===== src/rtl/fetch_pkg.sv =====
// Shared types and constants for the instruction fetch stage.
//   XLEN             : architectural register / address width
//   RESET_PC_DEFAULT : default first fetch address after reset
//   fetch_entry_t    : one buffered fetch result {pc, instr}
package fetch_pkg;

   localparam int XLEN = 32;

   localparam logic [XLEN-1:0] RESET_PC_DEFAULT = 32'h0000_0000;

   typedef struct packed {
      logic [31:0] pc;
      logic [31:0] instr;
   } fetch_entry_t;

endpackage


===== src/rtl/fetch_queue.sv =====
// Prefetch FIFO holding fetched instructions with their PCs.
//   clk, rst_n : clock, asynchronous active-low reset
//   push_i     : write wdata_i at the tail (ignored when full)
//   wdata_i    : entry to write
//   pop_i      : remove the head (ignored when empty)
//   flush_i    : empty the queue; wins over push and pop
//   count_o    : number of valid entries (0..QDEPTH)
//   head_o     : head entry, all zeros when empty
//   full_o     : count_o == QDEPTH
//   empty_o    : count_o == 0
module fetch_queue
   import fetch_pkg::*;
#(
   parameter int QDEPTH = 4
) (
   input  logic                       clk,
   input  logic                       rst_n,
   input  logic                       push_i,
   input  fetch_entry_t               wdata_i,
   input  logic                       pop_i,
   input  logic                       flush_i,
   output logic [$clog2(QDEPTH):0]    count_o,
   output fetch_entry_t               head_o,
   output logic                       full_o,
   output logic                       empty_o
);

   localparam int PW = $clog2(QDEPTH);
   localparam int CW = PW + 1;

   fetch_entry_t    mem_q [QDEPTH];
   logic [PW-1:0]   wr_ptr_q;
   logic [PW-1:0]   rd_ptr_q;
   logic [CW-1:0]   count_q;
   logic            do_push;
   logic            do_pop;

   assign full_o  = (count_q == CW'(QDEPTH));
   assign empty_o = (count_q == '0);
   assign count_o = count_q;
   assign head_o  = empty_o ? '0 : mem_q[rd_ptr_q];

   assign do_push = push_i & ~full_o;
   assign do_pop  = pop_i & ~empty_o;

   // Pointers are PW bits wide, so power-of-two depth wraps them for free.
   always_ff @(posedge clk or negedge rst_n) begin
      if (!rst_n) begin
         wr_ptr_q <= '0;
         rd_ptr_q <= '0;
         count_q  <= '0;
         for (int i = 0; i < QDEPTH; i++) begin
            mem_q[i] <= '0;
         end
      end else if (flush_i) begin
         wr_ptr_q <= '0;
         rd_ptr_q <= '0;
         count_q  <= '0;
      end else begin
         if (do_push) begin
            mem_q[wr_ptr_q] <= wdata_i;
            wr_ptr_q        <= wr_ptr_q + PW'(1);
         end
         if (do_pop) begin
            rd_ptr_q <= rd_ptr_q + PW'(1);
         end
         count_q <= count_q + CW'(do_push) - CW'(do_pop);
      end
   end

endmodule


===== src/rtl/fetch_unit.sv =====
// Instruction fetch stage: issues sequential fetch addresses over a
// req/gnt handshake, buffers in-order responses with their PC and hands
// them to decode over valid/ready. A redirect flushes the stage.
//   clk, reset       : clock, asynchronous active-low reset
//   redirect_valid/pc: taken branch/jump and its target
//   imem_req/addr/gnt: fetch request handshake
//   imem_rvalid/rdata: in-order instruction responses, no backpressure
//   inst_valid/data/pc/ready : queue head towards decode
module fetch_unit
   import fetch_pkg::*;
#(
   parameter logic [XLEN-1:0] RESET_PC = RESET_PC_DEFAULT,
   parameter int              QDEPTH   = 4
) (
   input  logic            clk,
   input  logic            reset,
   input  logic            redirect_valid,
   input  logic [XLEN-1:0] redirect_pc,
   output logic            imem_req,
   output logic [XLEN-1:0] imem_addr,
   input  logic            imem_gnt,
   input  logic            imem_rvalid,
   input  logic [XLEN-1:0] imem_rdata,
   output logic            inst_valid,
   output logic [XLEN-1:0] inst_data,
   output logic [XLEN-1:0] inst_pc,
   input  logic            inst_ready
);

   localparam int CW = $clog2(QDEPTH) + 1;

   logic [XLEN-1:0] fetch_pc_q, fetch_pc_d;
   logic [XLEN-1:0] resp_pc_q, resp_pc_d;
   logic [CW-1:0]   outstanding_q, outstanding_d;
   logic [CW-1:0]   drop_q, drop_d;

   logic [CW-1:0]   q_count;
   fetch_entry_t    q_head;
   fetch_entry_t    q_wdata;
   logic            q_full;
   logic            q_empty;
   logic            q_push;
   logic            q_pop;
   logic [CW:0]     credit_used;
   logic            grant;

   // Every in-flight request owns a queue slot, so responses never overflow.
   assign credit_used = {1'b0, outstanding_q} + {1'b0, q_count};
   assign imem_req    = reset & (credit_used < (CW+1)'(QDEPTH)) & ~redirect_valid;
   assign imem_addr   = fetch_pc_q;
   assign grant       = imem_req & imem_gnt;

   assign q_push  = imem_rvalid & ~redirect_valid & (drop_q == '0);
   assign q_pop   = inst_valid & inst_ready;
   assign q_wdata = '{pc: resp_pc_q, instr: imem_rdata};

   assign inst_valid = ~q_empty;
   assign inst_data  = q_head.instr;
   assign inst_pc    = q_head.pc;

   always_comb begin
      fetch_pc_d    = fetch_pc_q;
      resp_pc_d     = resp_pc_q;
      drop_d        = drop_q;
      outstanding_d = outstanding_q + CW'(grant) - CW'(imem_rvalid);
      if (redirect_valid) begin
         // Everything still in flight after this cycle belongs to the old path.
         fetch_pc_d = redirect_pc;
         resp_pc_d  = redirect_pc;
         drop_d     = outstanding_q - CW'(imem_rvalid);
      end else begin
         if (grant) begin
            fetch_pc_d = fetch_pc_q + XLEN'(4);
         end
         if (imem_rvalid) begin
            if (drop_q != '0) begin
               drop_d = drop_q - CW'(1);
            end else begin
               resp_pc_d = resp_pc_q + XLEN'(4);
            end
         end
      end
   end

   always_ff @(posedge clk or negedge reset) begin
      if (!reset) begin
         fetch_pc_q    <= RESET_PC;
         resp_pc_q     <= RESET_PC;
         outstanding_q <= '0;
         drop_q        <= '0;
      end else begin
         fetch_pc_q    <= fetch_pc_d;
         resp_pc_q     <= resp_pc_d;
         outstanding_q <= outstanding_d;
         drop_q        <= drop_d;
      end
   end

   fetch_queue #(.QDEPTH(QDEPTH)) u_queue (
      .clk     (clk),
      .rst_n   (reset),
      .push_i  (q_push),
      .wdata_i (q_wdata),
      .pop_i   (q_pop),
      .flush_i (redirect_valid),
      .count_o (q_count),
      .head_o  (q_head),
      .full_o  (q_full),
      .empty_o (q_empty)
   );

   a_no_overflow : assert property (@(posedge clk) disable iff (!reset) !(q_push && q_full));

endmodule


===== config.mk =====
export PLATFORM = sky130hd
export DESIGN_NAME = fetch_unit
export DESIGN_NICKNAME = d
export VERILOG_FILES = /design/src/rtl/fetch_pkg.sv /design/src/rtl/fetch_queue.sv /design/src/rtl/fetch_unit.sv
export SDC_FILE = /design/constraint.sdc
export NUM_CORES = 1
export LEC_CHECK = 0
export CORE_MARGIN = 5
export CORE_UTILIZATION = 50
export DETAILED_ROUTE_END_ITERATION = 7
export MAX_ROUTING_LAYER = met4
export PLACE_DENSITY = 0.74
export SLEW_MARGIN = 10
export SYNTH_ARGS = -nofsm -noshare
export SYNTH_HDL_FRONTEND = slang
export SYNTH_SLANG_ARGS = --single-unit

===== constraint.sdc =====
create_clock -name clk -period 2.48 [get_ports clk]
set_input_delay 0.496 -clock clk [delete_from_list [all_inputs] [get_ports clk]]
set_output_delay 0.496 -clock clk [all_outputs]
set_load 0.005 [all_outputs]

==> results.md <==
Pwr:
- VDD sags by at most 0.607 mV.
- The total power density per cell area is 940 mW/mm^2.
- In this run the static leakage power is 9.78 nW.

Detailed routing:
- The via density per instance is 5.52.
- In the routed design, unresolved DRC markers number 0.
- The detail route stage leaves a number of antenna-violating nets equal to 0.
- The first-iteration detailed-routing DRC count is 562.
- In the final routed layout, each cell accounts on average for 21.3 um.
- The number of vias after detailed routing is 10,346.
- The length of the first detailed-routing pass in iterations is 5.
- The aggregate routed wire length is 39,900 um.

Clocking:
- The number of buffers on the longest clock path is 3.
- The number of sinks driven by the clock tree is 333.
- The H-tree generated during clock tree synthesis spans 2 levels.
- The total CTS buffers is 38.
- The clock latency on the worst-skew pair is 520 ps.
- The root buffer selected by CTS is sky130_fd_sc_hd__clkbuf_16.
- Buffers inserted to repair hold after CTS numbered 0.
- The clock-pin slew reported for the worst setup and hold paths after clock tree synthesis is 60 ps.
- TritonCTS built the clock tree.

Critical path:
- The path depth of the worst reg2reg path is 11.
- The type of destination of the critical path is an output pin.
- The largest individual stage delay along the critical path comes from the cell sky130_fd_sc_hd__dfrtp_4.
- The endpoint identified for the worst register-to-register timing path is u_queue.count_o[2].
- The cell family contributing the most delay on the critical path is flip-flops.
- Traced cell by cell, the critical path runs through buf_12 > buf_12 > buf_6 > mux4_2 > and2_4 > buf_6.
- The biggest fanout along the worst timing path is 8.
- In this design, the stage delay of the slowest critical-path cell is 520 ps.
- Data on the critical path is required at its endpoint by 1980 ps.
- The critical path contains buffers and inverters numbering 4 combined.
- The type of the worst setup path is register to output pin.
- The reg-to-reg critical path startpoint is u_queue.count_o[2].
- For the worst setup path, the data arrival time is 2210 ps.
- The category of the worst setup path launch point is a register.
- The flop-to-flop setup slack is -80 ps.

Timing:
- The highest clock frequency the design can meet is 370 MHz.
- Setup slack on the critical path of the routed design comes to -226 ps.
- The count of endpoints failing hold in the final timing report is 0.
- After layout, the worst path uses 109% of the clock period.
- The max-slew violation count is 0.
- Setup repair after global routing could not meet its margin everywhere.
- At the pin with the least slew margin, the transition time is 960 ps.
- The worst path in the final design needs a cycle of 2710 ps, including I/O delays and setup.
- The number of failing setup endpoints in the final timing report is 67.
- The clock skew after layout is 15.2 ps.
- The tightest slew margin relative to the limit is 36.0%.

Synth:
- The commonest register cell after synthesis is sky130_fd_sc_hd__dfrtp_1.
- For this run, asynchronously set or reset flops after synthesis account for 100%.
- The register area share after synthesis is 48.6%.
- The number of warnings reported in the yosys synthesis log is 0.
- Counting distinct cell types in the post-synthesis netlist gives 52.
- Counting every net in the synthesized netlist gives 1,228.
- The post-synthesis cell count is 1,140.
- The post-synthesis instance area is 0.0171 sq mm.
- The synthesized design contains 0 enable-type register cells.
- A synthesized cell averages 15.0 sq um.
- Synthesis inferred 333 register bits.

Global routing:
- The largest net degree at the start of global routing is 165.
- The global routing usage summed across all routing layers is 21.2%.
- Summed over all layers, the global routing overflow is 0.
- The number of global-route vias before repair was 11,132.
- The initial antenna violation count was 1.
- The first global-routing pass estimated 63,400 um of wire.

Layout:
- Relative to the synthesized area, the layout overhead comes to 26.1%.
- The area used by multi-input combinational logic is 0.00817 sq mm.
- The library cells used most frequently in the layout, excluding fill and tap cells, are 330 x sky130_fd_sc_hd__dfrtp_1, 240 x sky130_fd_sc_hd__mux2_4, 99 x sky130_fd_sc_hd__clkdlybuf4s50_1.
- After the flow finishes, the layout carries non-filler instances totaling 1,875.
- The summed area of non-filler cells in the final layout is 0.0216 sq mm.
- The most common library cell in the layout ignoring fill and taps is sky130_fd_sc_hd__dfrtp_1.
- The count of nets after finishing is 1,487.
- The post-route netlist has 47.8% of its cells at a drive strength greater than 1.
- The layout has 2,434 filler cells.
- In the final layout, flip-flops and latches occupy 0.00834 sq mm.

Placement:
- Once placement completed, the tool counted placed cells totaling 1,746.
- The count of input and output buffers is 167.
- In this run the cell area measured after placement is 0.0194 sq mm.
- Once detailed placement completed, the half-perimeter wirelength came to 24,500 um.
- Prior to clock tree synthesis, the placed netlist has a worst setup slack of -142 ps.
- The global placer's final weighted congestion is 0.828.

Outcome:
- The checks that failed: setup timing.
- The flow ran to the end, but the final reports show violations.

Floorplan:
- The die is 195 um tall.
- The number of placement rows is 67.
- The core area is 0.0337 sq mm.
- The die area is 0.0381 sq mm.
- The number of placed I/O pins is 168.
- The x dimension of the die is 195 um.
- The initial core utilization is 50.9%.

Job:
- The tool flagged a number of max-cap violations equal to 0.

Worst hold path:
- The class of the tightest hold or removal check is input port to asynchronous set/reset pin.
final cells by class:
type | count | area share, %
multi-input combinational | 708 | 37.8
clock buffer | 60 | 5.63
timing repair buffer | 291 | 14.5
tap | 448 | 2.59
clock inverter | 7 | 0.289
inverter | 27 | 0.515
antenna | 1 | 0.0116
sequential | 333 | 38.6
synthesized netlist by cell type, types with 10 or more instances:
| cell | n | area (sq um) |
|---|---|---|
| sky130_fd_sc_hd__clkbuf_1 | 21 | 78.8 |
| sky130_fd_sc_hd__mux4_2 | 64 | 1440 |
| sky130_fd_sc_hd__inv_1 | 25 | 93.8 |
| sky130_fd_sc_hd__nand4_1 | 21 | 131 |
| sky130_fd_sc_hd__nand2_1 | 36 | 135 |
| sky130_fd_sc_hd__nor2_1 | 25 | 93.8 |
| sky130_fd_sc_hd__a31oi_1 | 10 | 62.6 |
| sky130_fd_sc_hd__mux2_4 | 240 | 3600 |
| sky130_fd_sc_hd__a21oi_1 | 16 | 80.1 |
| sky130_fd_sc_hd__buf_12 | 28 | 561 |
| sky130_fd_sc_hd__ha_1 | 16 | 200 |
| sky130_fd_sc_hd__and3_1 | 14 | 87.6 |
| sky130_fd_sc_hd__o21ai_0 | 26 | 130 |
| sky130_fd_sc_hd__dfrtp_1 | 333 | 8330 |
| sky130_fd_sc_hd__buf_2 | 14 | 70.1 |
| sky130_fd_sc_hd__xnor2_1 | 25 | 219 |
| sky130_fd_sc_hd__xor2_1 | 21 | 184 |
| sky130_fd_sc_hd__mux2_2 | 29 | 327 |
| sky130_fd_sc_hd__and2_1 | 71 | 444 |
| sky130_fd_sc_hd__nand3_1 | 22 | 110 |
routing by layer:
layer	vias up	global-route usage, %	part of all wire, %	wire length [um]
met5	-	-	0	0
met4	0	4.45	1.6	641
met3	48	3.77	5.2	2090
met2	285	32.4	47	18600
met1	5382	30.1	47	18600
li1	4631	-	-	-
flip-flops by register name, indices dropped and copies added (netlist names):
register / flops
imem_addr: 32
u_queue.rd_ptr_q: 2
u_queue.wr_ptr_q: 2
u_queue.mem_q: 256
u_queue.count_o: 3
resp_pc_q: 32
drop_q: 3
outstanding_q: 3
worst max path at each step:
stage	startpoint	end	slack [ps]	cells past startpoint
2_1_floorplan	outstanding_q[2]	outstanding_q[2]	-40	12
3_5_place_dp	u_queue.count_o[2]	outstanding_q[2]	-140	11
4_1_cts	u_queue.rd_ptr_q[0]	inst_data[4]	-280	6
5_1_grt	u_queue.rd_ptr_q[0]	inst_data[26]	-300	6
6_report	u_queue.rd_ptr_q[0]	inst_data[30]	-230	6
3_3_place_gp	imem_rvalid	u_queue.count_o[2]	-110	9
through the flow:
stage | hold WS (ps) | util [%] | power (mW) | TNS, ps
finish | 83.9 | 64.1 | 20.3 | -9780
global route | 114 | 64.1 | 21.3 | -13900
CTS | 77.9 | 63.7 | 20.2 | -12800
detailed placement | 489 | 57.5 | 12.9 | -5960
global placement | 485 | 57.5 | 12.8 | -2100
floorplan | 200 | - | 10.4 | -39.6
cell families (layout without fill, tap and decap cells):
family | Yosys count | after routing | share of synthesized area (%)
compound gates | 76 | 76 | 2.70
xor+xnor | 46 | 46 | 2.35
fa+ha+maj | 18 | 18 | 1.40
buf+inv | 99 | 385 | 5.06
flops | 333 | 333 | 48.6
mux | 338 | 338 | 31.6
other cells | 0 | 1 | 0
simple gates | 230 | 230 | 8.23
repair_timing:
| item | 4_1_cts | 5_1_grt |
|---|---|---|
| pin swaps | 70 | 12 |
| setup buffers | 48 | 12 |
| setup endpoints to repair | 69 | 69 |
| resized for setup | 386 | 44 |
| cloned | 6 | 1 |
where the power goes:
part | switching [mW] | internal [mW]
Sequential | 0.699 | 6.29
Combinational | 2.72 | 4.95
Clock | 2.19 | 3.46
Note: power is estimated with default switching activity, not from simulation.
